File: src/rtl/gray_counter.sv
// Up/down binary+Gray counter with Gray-coded load; bin, gray and wrap are all registered.
// One-cycle latency from en/load; no backpressure, a step is taken on every edge with en=1.
module gray_counter #(
    parameter int          WIDTH = 4,
    parameter logic [31:0] INIT  = 32'd0
) (
    input  logic             clk,
    input  logic             rst,
    input  logic             en,
    input  logic             up,
    input  logic             load,
    input  logic [WIDTH-1:0] load_gray,
    output logic [WIDTH-1:0] bin,
    output logic [WIDTH-1:0] gray,
    output logic             wrap
);

    localparam logic [WIDTH-1:0] INIT_BIN  = INIT[WIDTH-1:0];
    localparam logic [WIDTH-1:0] INIT_GRAY = INIT_BIN ^ (INIT_BIN >> 1);
    localparam logic [WIDTH-1:0] ALL_ONES  = {WIDTH{1'b1}};

    logic [WIDTH-1:0] bin_q, bin_d;
    logic [WIDTH-1:0] gray_q, gray_d;
    logic             wrap_q, wrap_d;

    function automatic logic [WIDTH-1:0] gray2bin(input logic [WIDTH-1:0] g);
        logic [WIDTH-1:0] b;
        b[WIDTH-1] = g[WIDTH-1];
        for (int i = WIDTH - 2; i >= 0; i--) begin
            b[i] = b[i+1] ^ g[i];
        end
        return b;
    endfunction

    // Load takes priority over counting; reset priority is applied in the register block.
    always_comb begin
        bin_d  = bin_q;
        gray_d = gray_q;
        wrap_d = 1'b0;
        if (load) begin
            bin_d  = gray2bin(load_gray);
            gray_d = load_gray;
        end else if (en) begin
            if (up) begin
                bin_d  = bin_q + 1'b1;
                wrap_d = (bin_q == ALL_ONES);
            end else begin
                bin_d  = bin_q - 1'b1;
                wrap_d = (bin_q == '0);
            end
            gray_d = bin_d ^ (bin_d >> 1);
        end
    end

    always_ff @(posedge clk) begin
        if (rst) begin
            bin_q  <= INIT_BIN;
            gray_q <= INIT_GRAY;
            wrap_q <= 1'b0;
        end else begin
            bin_q  <= bin_d;
            gray_q <= gray_d;
            wrap_q <= wrap_d;
        end
    end

    assign bin  = bin_q;
    assign gray = gray_q;
    assign wrap = wrap_q;

endmodule

File: config.mk
export PLATFORM = sky130hd
export DESIGN_NAME = gray_counter
export DESIGN_NICKNAME = d
export VERILOG_FILES = /design/src/rtl/gray_counter.sv
export SDC_FILE = /design/constraint.sdc
export NUM_CORES = 1
export LEC_CHECK = 0
export ABC_AREA = 1
export ABC_CLOCK_PERIOD_IN_PS = 4210
export BUFFER_PORTS_ARGS = -buffer_cell sky130_fd_sc_hd__buf_2
export CORE_AREA = 3 3 40 42
export DETAILED_ROUTE_END_ITERATION = 10
export DIE_AREA = 0 0 43 45
export GPL_TIMING_DRIVEN = 0
export PLACE_DENSITY = 0.73
export SLEW_MARGIN = 15
export SYNTH_ARGS = -nofsm -noshare
export SYNTH_HDL_FRONTEND = slang
export SYNTH_SLANG_ARGS = --single-unit
File: constraint.sdc
create_clock -name clk -period 4.21 [get_ports clk]
set_input_delay 0.2105 -clock clk [delete_from_list [all_inputs] [get_ports clk]]
set_output_delay 0.2105 -clock clk [all_outputs]
set_load 0.1 [all_outputs]
Word-level counts from Yosys, hierarchy flattened
Index checks and enable logic that the tools add are counted.
{"block": "totals", "reg_bits": 9, "latch_bits": 0, "ramBits": 0, "rom_bits": 0, "wordCells": 22, "memories": 0}
{"block": "classes", "addsub": 2, "multipliers": 0, "div": 0, "magnitude_cmp": 0, "eq_ne": 1, "shifts": 0, "mux": 8, "n_bitwise": 5, "reduce_logical": 3}
{"operator": "two-way mux 4 bit", "count": 7}
{"operator": "adder 4 x 1 -> 4 bit, second input constant", "count": 1}
{"operator": "== test 4 bit, second input constant", "count": 1}
{"operator": "logical NOT 4 bit", "count": 1}
{"operator": "subtractor 4 x 1 -> 4 bit, second input constant", "count": 1}
{"operator": "XOR 4 x 3 -> 4 bit", "count": 1}
{"operator": "OR reduction 3 bit", "count": 1}
{"operator": "XOR 1 bit", "count": 3}
{"operator": "nonzero test 2 bit", "count": 1}
{"operator": "two-way mux 1 bit", "count": 1}
{"operator": "inverter 1 bit", "count": 1}

Logic depth before layout (Yosys ltp)
Gate-level depths: netlist (run 1).
{"block": "logic_depth", "ltp_word": 7, "depth_mapped": 11, "mapped_depth_nobuf": 10}

Worst setup path before layout (run 1)
Ideal clock, no wire load.
{"block": "synth_path", "path_kind": "register -> register", "from": "reg bin_q[0], in the netlist bin[0]", "to": "reg gray_q[2], in the netlist gray[2]", "setup_time_ns": 0.111, "arrival_time_ns": 2.088, "required_ns": 4.099, "slack_ns": 2.010, "stages_incl_launch_ff": 12, "path_buffers": 1, "synth_period_minus_slack_ns": 2.200, "path_cell_list": "dfxtp_1 buf_6 inv_1 fa_1 inv_1 nand2_1 nand2_2 nor2_2 nand3_1 nand2_1 nor2_1 nor2_1"}
{"block": "synth_via", "elab_chain_len": 7, "word_cells_on_any_way": 8}
{"element": "from (decl)", "line": "22", "text": "logic [WIDTH-1:0] bin_q, bin_d;"}
{"element": "from (signal assigned)", "line": "61", "text": "bin_q <= bin_d;"}
{"element": "subtractor 4 x 1 -> 4 bit / adder 4 x 1 -> 4 bit (equally long branches)", "line": "48, 45"}
{"element": "two-way mux 4 bit (*)", "line": "44", "text": "if (up) begin"}
{"element": "two-way mux 4 bit (*)", "line": "43", "text": "end else if (en) begin"}
{"element": "two-way mux 4 bit (*)", "line": "40", "text": "if (load) begin"}
{"element": "XOR 4 x 3 -> 4 bit (*)", "line": "51", "text": "gray_d = bin_d ^ (bin_d >> 1);"}
{"element": "two-way mux 4 bit (*)", "line": "43"}
{"element": "two-way mux 4 bit (*)", "line": "40"}
{"element": "to (signal assigned)", "line": "62", "text": "gray_q <= gray_d;"}
{"element": "to (decl)", "line": "23", "text": "logic [WIDTH-1:0] gray_q, gray_d;"}
Mark *: on every way between the ends. The rest lies on a longest branch, timed or not. The select of a mux whose other input is x is not followed.
A chain may end at the register's enable or synchronous reset.

Worst setup path in the final report (run 1)
Ends and elaborated chain as after synthesis.

==> results of run 1 <==
==> state kept, by name, summed over array words and instances, names as in the netlist <==
| signal | count |
|---|---|
| bin | 4 |
| gray | 3 |
| wrap | 1 |
==> where the power goes <==
part | internal, mW | total, mW | switching (mW)
clock network | 0.0328 | 0.0613 | 0.0285
logic | 0.0349 | 0.133 | 0.0979
registers | 0.0825 | 0.0881 | 0.00565
total | 0.150 | 0.282 | 0.132
==> metrics by stage <==
step | util [%] | cell area (um^2) | hold WS, ps | worst slack, ps | total power [mW]
2_1_floorplan | - | 611.8 | 279.6 | 2010 | 0.1987
3_3_place_gp | 55.70 | 715.7 | 470.6 | 2656 | 0.2203
3_5_place_dp | 55.70 | 715.7 | 472.5 | 2638 | 0.2231
4_1_cts | 57.45 | 738.2 | 193.4 | 2630 | 0.2852
5_1_grt | 57.45 | 738.2 | 205.1 | 2459 | 0.3003
6_report | 57.45 | 738.2 | 198.8 | 2633 | 0.2822
==> layer usage <==
metal | global-route usage (%) | up-vias | share of wire, %
met2 | 30.54 | 14 | 49
met3 | 1.195 | 5 | 3.9
li1 | - | 334 | -
met4 | 12.65 | 0 | 3.2
met1 | 19.42 | 275 | 44
met5 | 0 | - | 0
==> worst min path at each step <==
stage                     start  endpoint  cells after the start  slack [ps]
after floorplan             rst    bin[0]                      1         280
after detailed placement    rst   gray[0]                      2         470
after CTS                   rst   gray[0]                      2         190
final                       rst   gray[0]                      2         200
after global placement      rst   gray[0]                      2         470
after global routing        rst    bin[0]                      2         210
==> synth_stat cells <==
cell,n
nand4_1,1
xnor2_1,1
inv_2,4
o21ai_1,1
fa_1,1
o22ai_1,1
nand2_2,5
o21a_1,1
buf_6,1
nor2_2,3
dfxtp_1,8
a22oi_1,3
xor2_1,1
inv_1,13
nand2_4,1
nand3_2,1
nand2_1,21
a21oi_1,8
nand3_1,9
nor3_1,1
ha_1,2
nor2_1,5
buf_4,1
==> area by class of cell <==
cell class | instances | area, um^2
buffer | 2 | 18.77
clock buffer | 3 | 22.52
fill | 148 | 546.8
inverter | 17 | 63.81
multi-input combinational | 66 | 369.1
sequential | 8 | 160.2
tap | 15 | 18.77
timing repair buffer | 17 | 85.08
==> kinds of logic (layout without fill, tap and decap cells) <==
family	Yosys count	in the layout
and+or+nand+nor	47	47
buffers and inverters	19	39
AOI/OAI and AO/OA	14	14
DFF	8	8
adders and majority gates	3	3
xor gates and xnor gates	2	2
==> run_results.csv, run 1 <==
group,metric,value,unit
status,status,"complete, no violations",
drt,drt-pass1-iter-count,4,
floorplan,rows,13,
sta,clock_skew,2.673,ps
sta,rsz0062_at_grt,"no",
cells_and_area,diodes,0,
cells_and_area,final_common_cell,"nand2_1",
placement,gp_congestion,0.7548,
synth,synth_cell_types,23,
drt,drt-initial-drc-count,11,
cells_and_area,areaGrowthSynthToFinish,20.65,%
setup_path,startpoint,"bin[0]",
cells_and_area,layout_common_cells,"nand2_1, buf_2, inv_1",
synth,syn-instance-count,93,
cells_and_area,drive_gt1_share,31.86,%
floorplan,die_h,45,um
setup_path,path_buf_inv,3,
floorplan,core_area,0.001285,mm^2
sta,setup_violations,0,
synth,synth_area_leaders,"dfxtp_1, nand2_1, inv_1",
setup_path,cp-start-kind,"flop",
setup_path,r2r-end,"gray[2]",
synth,ys_seq_elements,8,
synth,synth_top_family_by_area,"simple AND/OR/NAND/NOR gates",
synth,yosysTopAreaCell,"dfxtp_1",
setup_path,critPathRequiredTime,4370,ps
synth,avgSynthCellArea,6.579,um^2
sta,fmax,634.3,MHz
clocking,clk_latency,260,ps
pwr,ir_worst_vdd,159.5,uV
global_routing,grt_first_pass_wirelength,2449,um
drt,drc,0,
drt,finalWirelength,1399,um
global_routing,gr-usage-all-layers,17.20,%
cells_and_area,final-instance-count-excl-fill,128,
synth,synth_top_area_share,26.18,%
sta,tns,0,ps
synth,synth_fp_nets,105,
sta,report.final.slew_viol_count,0,
setup_path,r2r_start,"bin[0]",
setup_path,cpMaxStageDelayCell,"fa_1",
clocking,clk_path_buf_depth,2,
clocking,numCtsBuffers,3,
clocking,h-tree-depth,1,
synth,synth_simple_gate_area_share,36.81,%
setup_path,cp.depth,11,
setup_path,r2r_slack,2630,ps
synth,synth_xor_area_share,2.863,%
sta,final-hold-violation-count,0,
sta,worst_pin_slew,486.8,ps
global_routing,grt_pass1_vias,590,
drt,postRouteAntennaNets,0,
clocking,clkTransAtPathRegs,60,ps
job,drv_cap,0,
setup_path,reg2regPathDepth,11,
cells_and_area,fin_nets,127,
synth,yosysWarnings,0,
drt,wire_per_inst,10.93,um
floorplan,dieArea,0.001935,mm^2
setup_path,worstPathCellList,"buf_6 -> inv_1 -> fa_1 -> inv_1 -> nand2_1 -> nand2_2 -> nor2_2 -> nand3_1 -> nand2_1 -> nor2_1 -> nor2_1",
placement,dpl.hpwl,1162,um
placement,place_inst,125,
synth,synth_compound_area_share,13.29,%
global_routing,grt_overflow,0,
setup_path,crit_arrival,1730,ps
setup_path,max_stage_delay,400,ps
synth,muxShareOfSynthArea,0,%
drt,avgViaCountPerCell,4.906,
synth,syn_area,611.8,um^2
floorplan,die_x,43,um
synth,yosys.area_share.adder,7.362,%
pwr,p_leak,0.4112,nW
min_path,hold_path.class,"in -> reg",
setup_path,cp-endpoint,"gray[2]",
sta,slew_headroom,67.77,%
sta,period_needed,1577,ps
drt,num_vias,628,
synth,yosysSeqAreaShare,26.18,%
clocking,root_buffer,"clkbuf_4",
setup_path,crit_family,"simple AND/OR/NAND/NOR gates",
pwr,p_per_area,382.3,mW/mm^2
setup_path,criticalPathCategory,"reg -> reg",
placement,portBuffers,17,
floorplan,initial_core_util,47.61,%
setup_path,cp_max_fo,8,
floorplan,ios,18,
sta,fin_crit_sh,37.45,%
clocking,cts_tree,"done",
clocking,cts.sinks,8,
setup_path,endpoint_kind,"flop",
global_routing,antenna_found_initial,0,
clocking,ctsResizeCount,0,
clocking,cts_hold_buf,0,
global_routing,grt_max_degree,9,
clocking,post-cts-setup-buffer-count,0,
No activity file was read; power rests on OpenSTA's default activity.
==> run 2, diff against run 1 <==
Settings changed: ABC_AREA 1 to 0, ABC_CLOCK_PERIOD_IN_PS 4210 to 1600, PLACE_DENSITY 0.73 to 0.68.
Clock period 4.21 ns to 1.6 ns, I/O delays scaled along.
==> run 2 against run 1 <==
Total power rose to 3.1 times the previous value. Highest routed layer unchanged. Maximum frequency rose by 0.27%. Combinational power rose to 3.4 times the previous value.
==> run_results.csv, run 2 <==
group,metric,value,unit
status,status,"complete, no violations",
clocking,clkTransAtPathRegs,70,ps
cells_and_area,areaGrowthSynthToFinish,42.08,%
clocking,numCtsBuffers,3,
clocking,cts.sinks,8,
placement,gp_congestion,0.7188,
clocking,h-tree-depth,1,
drt,finalWirelength,1172,um
sta,fmax,636.0,MHz
drt,top_layer,"met4",
setup_path,cp-start-kind,"flop",
floorplan,die_x,43,um
setup_path,crit_family,"simple AND/OR/NAND/NOR gates",
floorplan,ios,18,
sta,tns,0,ps
synth,yosysSeqAreaShare,28.96,%
drt,drt-initial-drc-count,3,
floorplan,rows,13,
floorplan,core_area,0.001285,mm^2
setup_path,max_stage_delay,380,ps
setup_path,crit_arrival,1720,ps
cells_and_area,final_common_cell,"buf_2",
sta,report.final.slew_viol_count,0,
synth,syn_area,553.0,um^2
sta,fin_crit_sh,98.27,%
synth,synth_edf_count,0,
min_path,hold_path_depth,3,
setup_path,path_buf_inv,0,
global_routing,grt_first_pass_wirelength,2076,um
setup_path,reg2regPathDepth,5,
cells_and_area,largest_reg_flops,4,
job,drv_cap,0,
pwr,ir_worst_vdd,724.9,uV
floorplan,initial_core_util,43.04,%
clocking,cts_hold_buf,0,
setup_path,critPathRequiredTime,1750,ps
cells_and_area,fin_nets,105,
sta,worst_pin_slew,485.4,ps
min_path,hold_path.class,"in -> reg",
synth,yosysTopAreaCell,"dfxtp_1",
synth,async_flop_share,0,%
drt,met3_length,75,um
drt,wire_per_inst,10.95,um
drt,num_vias,528,
cells_and_area,layout_common_cells,"buf_2, xnor2_1, nor2_1",
cells_and_area,drive_gt1_share,41.30,%
clocking,root_buffer,"clkbuf_4",
drt,dr_wl_met2,517,um
setup_path,criticalPathCategory,"reg -> reg",
setup_path,startpoint,"bin[1]",
sta,setup_violations,0,
cells_and_area,final_core_util,61.15,%
sta,clock_skew,11.14,ps
sta,fin_hold_ws,79.78,ps
synth,synth_area_leaders,"dfxtp_1, xnor2_1, a211oi_1",
pwr,p_total,0.8626,mW
clocking,cts_tree,"done",
drt,drt-pass1-iter-count,4,
global_routing,grt_overflow,0,
floorplan,dieArea,0.001935,mm^2
clocking,clk_latency,260,ps
sta,final-hold-violation-count,0,
setup_path,cp.depth,5,
floorplan,die_h,45,um
pwr,p_per_area,1098,mW/mm^2
setup_path,r2r_slack,30,ps
global_routing,gr-usage-all-layers,14.55,%
synth,synth_top_area_share,28.96,%
synth,avgSynthCellArea,8.254,um^2
global_routing,grt_pass1_vias,482,
sta,slew_headroom,67.86,%
cells_and_area,stdcell_area,785.8,um^2
synth,synth_common_cells,"xnor2_1, dfxtp_1, a21oi_1, nor2_1, inv_1",
synth,synth_cell_types,26,
synth,ys.flop_type,"dfxtp_1",
cells_and_area,diodes,0,
setup_path,worstPathCellList,"ha_1 -> nand3_4 -> and4_4 -> or4_1 -> and3_1",
setup_path,cpMaxStageDelayCell,"or4_1",
setup_path,r2r_start,"bin[1]",
global_routing,grt_max_degree,11,
drt,m1WireLength,566,um
synth,synth_fp_nets,79,
drt,avgViaCountPerCell,4.935,
pwr,p_leak,0.3441,nW
setup_path,r2r-end,"bin[3]",
sta,rsz0062_at_grt,"yes",
setup_path,cp_max_fo,5,
placement,portBuffers,16,
synth,ys_seq_elements,8,
global_routing,antenna_found_initial,0,
synth,yosysWarnings,0,
sta,period_needed,1572,ps
synth,synth_most_common_cell,"xnor2_1",
placement,dpl.hpwl,905.1,um
setup_path,cp-endpoint,"bin[3]",
setup_path,endpoint_kind,"flop",
drt,postRouteAntennaNets,0,
drt,drc,0,
synth,syn-instance-count,67,
clocking,clk_path_buf_depth,2,
cells_and_area,num-fill-cells,117,
placement,place_area,689.4,um^2
[run 2: cell types whose count changed in the layout (fill, tap and decap cells not counted), moves of 5 or more]
cell / previous run / this run
xnor2_1: 1 / 8
nand2_1: 21 / 3
buf_4: 1 / 6
nand2_2: 5 / 0
a211oi_1: 0 / 5
nand3_1: 9 / 0
inv_1: 13 / 5
[run 2: cells by family after synthesis]
kind of cell / share of synthesized area, %
AND/OR/NAND/NOR: 20.82
XOR/XNOR: 15.84
AO/OA/AOI/OAI: 18.55
buffers and inverters: 7.690
adder cells (fa/ha/maj): 8.144
flip-flops: 28.96
[run 2: worst min path at each step]
| stage | startpoint | endpoint | slack (ps) |
|---|---|---|---|
| after floorplan | load_gray[0] | gray[0] | 220 |
| after global placement | load_gray[0] | gray[0] | 340 |
| after detailed placement | load_gray[0] | gray[0] | 350 |
| after CTS | load_gray[0] | gray[0] | 80 |
| after global routing | load_gray[1] | gray[1] | 80 |
| final | load_gray[0] | gray[0] | 80 |
[run 2: final cells by class]
class,instances,area (um^2),area share (%)
Multi-Input combinational cell,49,409.1,52.07
Sequential cell,8,171.4,21.82
Buffer,4,20.02,2.548
Timing Repair Buffer,21,117.6,14.97
Tap cell,15,18.77,2.389
Inverter,6,22.52,2.866
Clock buffer,4,26.28,3.344
[run 2: worst reg2reg max path, delay by kind of cell (launching register included)]
kind / cells / cell delay [ps]
and+or+nand+nor: 4 / 790
DFF: 1 / 360
adders and majority gates: 1 / 310
[run 2: repair_timing]
action / in CTS / in global routing
setup endpoints to repair: 0 / 5
setup buffers: 0 / 5
resized for setup: 0 / 4
[run 2: where the power goes]
part           internal (mW)  total [mW]  switching [mW]
combinational          0.161       0.449           0.288
sequential             0.221       0.239          0.0180
clock                 0.0959       0.175          0.0791
total                  0.478       0.863           0.385
[run 2: stage by stage]
| stage | std cells | setup slack [ps] |
|---|---|---|
| 3_3_place_gp | 98 | 8.632 |
| 3_5_place_dp | 98 | -7.051 |
| 4_1_cts | 102 | 0.6579 |
| 6_report | 107 | 27.71 |
| 2_1_floorplan | 67 | -141.5 |
| 5_1_grt | 107 | -42.12 |
[run 2: routing by layer]
metal  global-route usage [%]  vias to the layer above
li1                         -                      281
met1                    18.29                      231
met2                    22.16                       14
met3                    6.375                        2
met4                    5.422                        0
met5                        0                        -
==> run 3, diff against run 2 <==
Settings changed: CELL_PAD_IN_SITES_DETAIL_PLACEMENT set to 0, CELL_PAD_IN_SITES_GLOBAL_PLACEMENT set to 1, CORE_AREA 3 3 40 42 to unset, CORE_MARGIN set to 3, CORE_UTILIZATION set to 34, DIE_AREA 0 0 43 45 to unset, PLACE_DENSITY 0.68 to unset, PLACE_DENSITY_LB_ADDON set to 0.12.
==> run 3 against run 2 <==
Maximum frequency down 0.71%. Register-to-register slack barely moved. Critical path depth unchanged. Setup slack got worse by 11 ps. Cell area is 2.7% higher. First-iteration DRC count rose by 67%. Sequential share of layout area shrank 0.57 points. Final cell count stayed put. Via count is 1.9% lower. Critical path type unchanged. Critical endpoint unchanged. Largest cell class unchanged. Largest power group unchanged.
==> run_results.csv, run 3 (same netlist as run 2, synthesis figures left out) <==
group,metric,value,unit
pwr,sequentialPowerShare,27.5,%
setup_path,reg2regPathDepth,5,
cells_and_area,areaGrowthSynthToFinish,45.93,%
placement,dp_slack,-37.56,ps
clocking,clk_path_buf_depth,2,
cells_and_area,fin_nets,105,
setup_path,critPathRequiredTime,1750,ps
placement,gp_congestion,0.7750,
sta,rsz0062_at_grt,"yes",
clocking,h-tree-depth,1,
floorplan,initial_core_util,39.08,%
floorplan,ios,18,
min_path,hold_path_depth,3,
min_path,worstHoldStart,"load_gray[0]",
pwr,p_leak,0.3435,nW
sta,clock_skew,8.964,ps
floorplan,die_h,46.33,um
floorplan,dieArea,0.002146,mm^2
global_routing,antenna_found_initial,0,
cells_and_area,num-fill-cells,149,
setup_path,cp-start-kind,"flop",
clocking,cts_hold_buf,0,
sta,final-hold-violation-count,0,
cells_and_area,final_common_cell,"buf_2",
sta,slew_headroom,67.84,%
status,status,"complete, no violations",
setup_path,criticalPathCategory,"reg -> reg",
drt,finalWirelength,1270,um
clocking,cts_tree,"done",
cells_and_area,largest_reg_flops,4,
drt,drt-initial-drc-count,5,
pwr,switchingPower,0.3929,mW
sta,setup_violations,0,
drt,drc,0,
global_routing,grt_pass1_vias,480,
clocking,cts.sinks,8,
cells_and_area,drive_gt1_share,45.65,%
sta,fin_crit_sh,98.97,%
floorplan,die_x,46.33,um
global_routing,gr-usage-all-layers,14.12,%
global_routing,grt_overflow,0,
drt,postRouteAntennaNets,0,
placement,portBuffers,16,
drt,wire_per_inst,11.87,um
pwr,pwr-share-comb,52.5,%
pwr,clkPwrFrac,20.0,%
clocking,root_buffer,"clkbuf_4",
setup_path,cp_max_fo,3,
drt,avgViaCountPerCell,4.841,
setup_path,crit_arrival,1730,ps
floorplan,rows,13,
global_routing,grt_max_degree,11,
drt,drt-pass1-iter-count,3,
pwr,swShare,44.74,%
sta,fmax,631.5,MHz
clocking,numCtsBuffers,3,
pwr,p_total,0.8783,mW
cells_and_area,diodes,0,
placement,place_area,689.4,um^2
sta,period_needed,1583,ps
cells_and_area,stdcell_area,807.0,um^2
setup_path,startpoint,"bin[2]",
pwr,internal_power,0.4853,mW
floorplan,core_area,0.001415,mm^2
placement,dpl.hpwl,955.2,um
clocking,clk_latency,260,ps
setup_path,endpoint_kind,"flop",
sta,worst_pin_slew,485.8,ps
pwr,p_per_area,1088,mW/mm^2
global_routing,grt_first_pass_wirelength,2166,um
sta,report.final.slew_viol_count,0,
setup_path,r2r_start,"bin[2]",
drt,num_vias,518,
cells_and_area,layout_common_cells,"buf_2, xnor2_1, nor2_1",
min_path,hold_path.class,"in -> reg",
pwr,ir_worst_vdd,512.1,uV
clocking,clkTransAtPathRegs,70,ps
job,drv_cap,0,
sta,finalWorstSetupSlack,16.50,ps
[run 3: cell types whose count changed in the layout (fill, tap and decap cells not counted)]
cell / previous run / this run
inv_1: 5 / 4
ha_1: 1 / 0
inv_2: 1 / 2
ha_4: 1 / 2
and3_1: 1 / 0
or4_4: 0 / 1
and3_4: 0 / 1
or4_1: 1 / 0
[run 3: worst max-delay path: stages, from the launching register on]
cell and delay, ps:
dfxtp_4 360, ha_4 300, nand3_4 90, and4_4 180, or4_4 400, and3_4 150
[run 3: repair_timing]
action	4_1_cts	5_1_grt
buffers inserted	1	4
gates resized for setup	3	5
pin swaps	1	1
cloned	0	0
setup endpoints to repair	1	5
[run 3: power by group through the flow]
| stage | Combinational [mW] | Sequential [mW] | Clock, mW |
|---|---|---|---|
| floorplan | 0.196 | 0.389 | 0 |
| global placement | 0.399 | 0.249 | 0 |
| detailed placement | 0.401 | 0.249 | 0 |
| CTS | 0.422 | 0.246 | 0.184 |
| global route | 0.492 | 0.245 | 0.194 |
| finish | 0.461 | 0.242 | 0.176 |
[run 3: final cells by class]
type	instances	area [um^2]	share of cell area, %
plain buffers	4	20.02	2.481
multi-input cells	49	430.4	53.33
inverters	6	22.52	2.791
well taps	15	18.77	2.326
clock buffers	4	26.28	3.256
flip-flops and latches	8	171.4	21.24
repair buffers	21	117.6	14.57
[run 3: final timing paths]
| check | endpoint | slack [ps] |
|---|---|---|
| max | bin[3] | 20 |
| min | gray[0] | 80 |
| max reg2reg | bin[3] | 20 |
| min reg2reg | gray[1] | 580 |
[run 3: metal layers]
layer | global-route usage (%) | vias to the layer above | routed length [um]
met5 | 0 | - | 0
met1 | 20.47 | 226 | 644
met3 | 3.516 | 0 | 74
met4 | 5.114 | 0 | 0
li1 | - | 281 | -
met2 | 19.78 | 11 | 551
[run 3: stage by stage]
step                      TNS (ps)  instances  hold WS, ps  util [%]
after CTS                        0        103        76.11     53.05
after detailed placement    -37.56         98        349.9     48.72
final                            0        107        80.09     57.03
after global placement      -7.890         98        345.9     48.72
after global routing        -35.04        107        95.41     57.03
after floorplan             -410.1         67        224.7         -
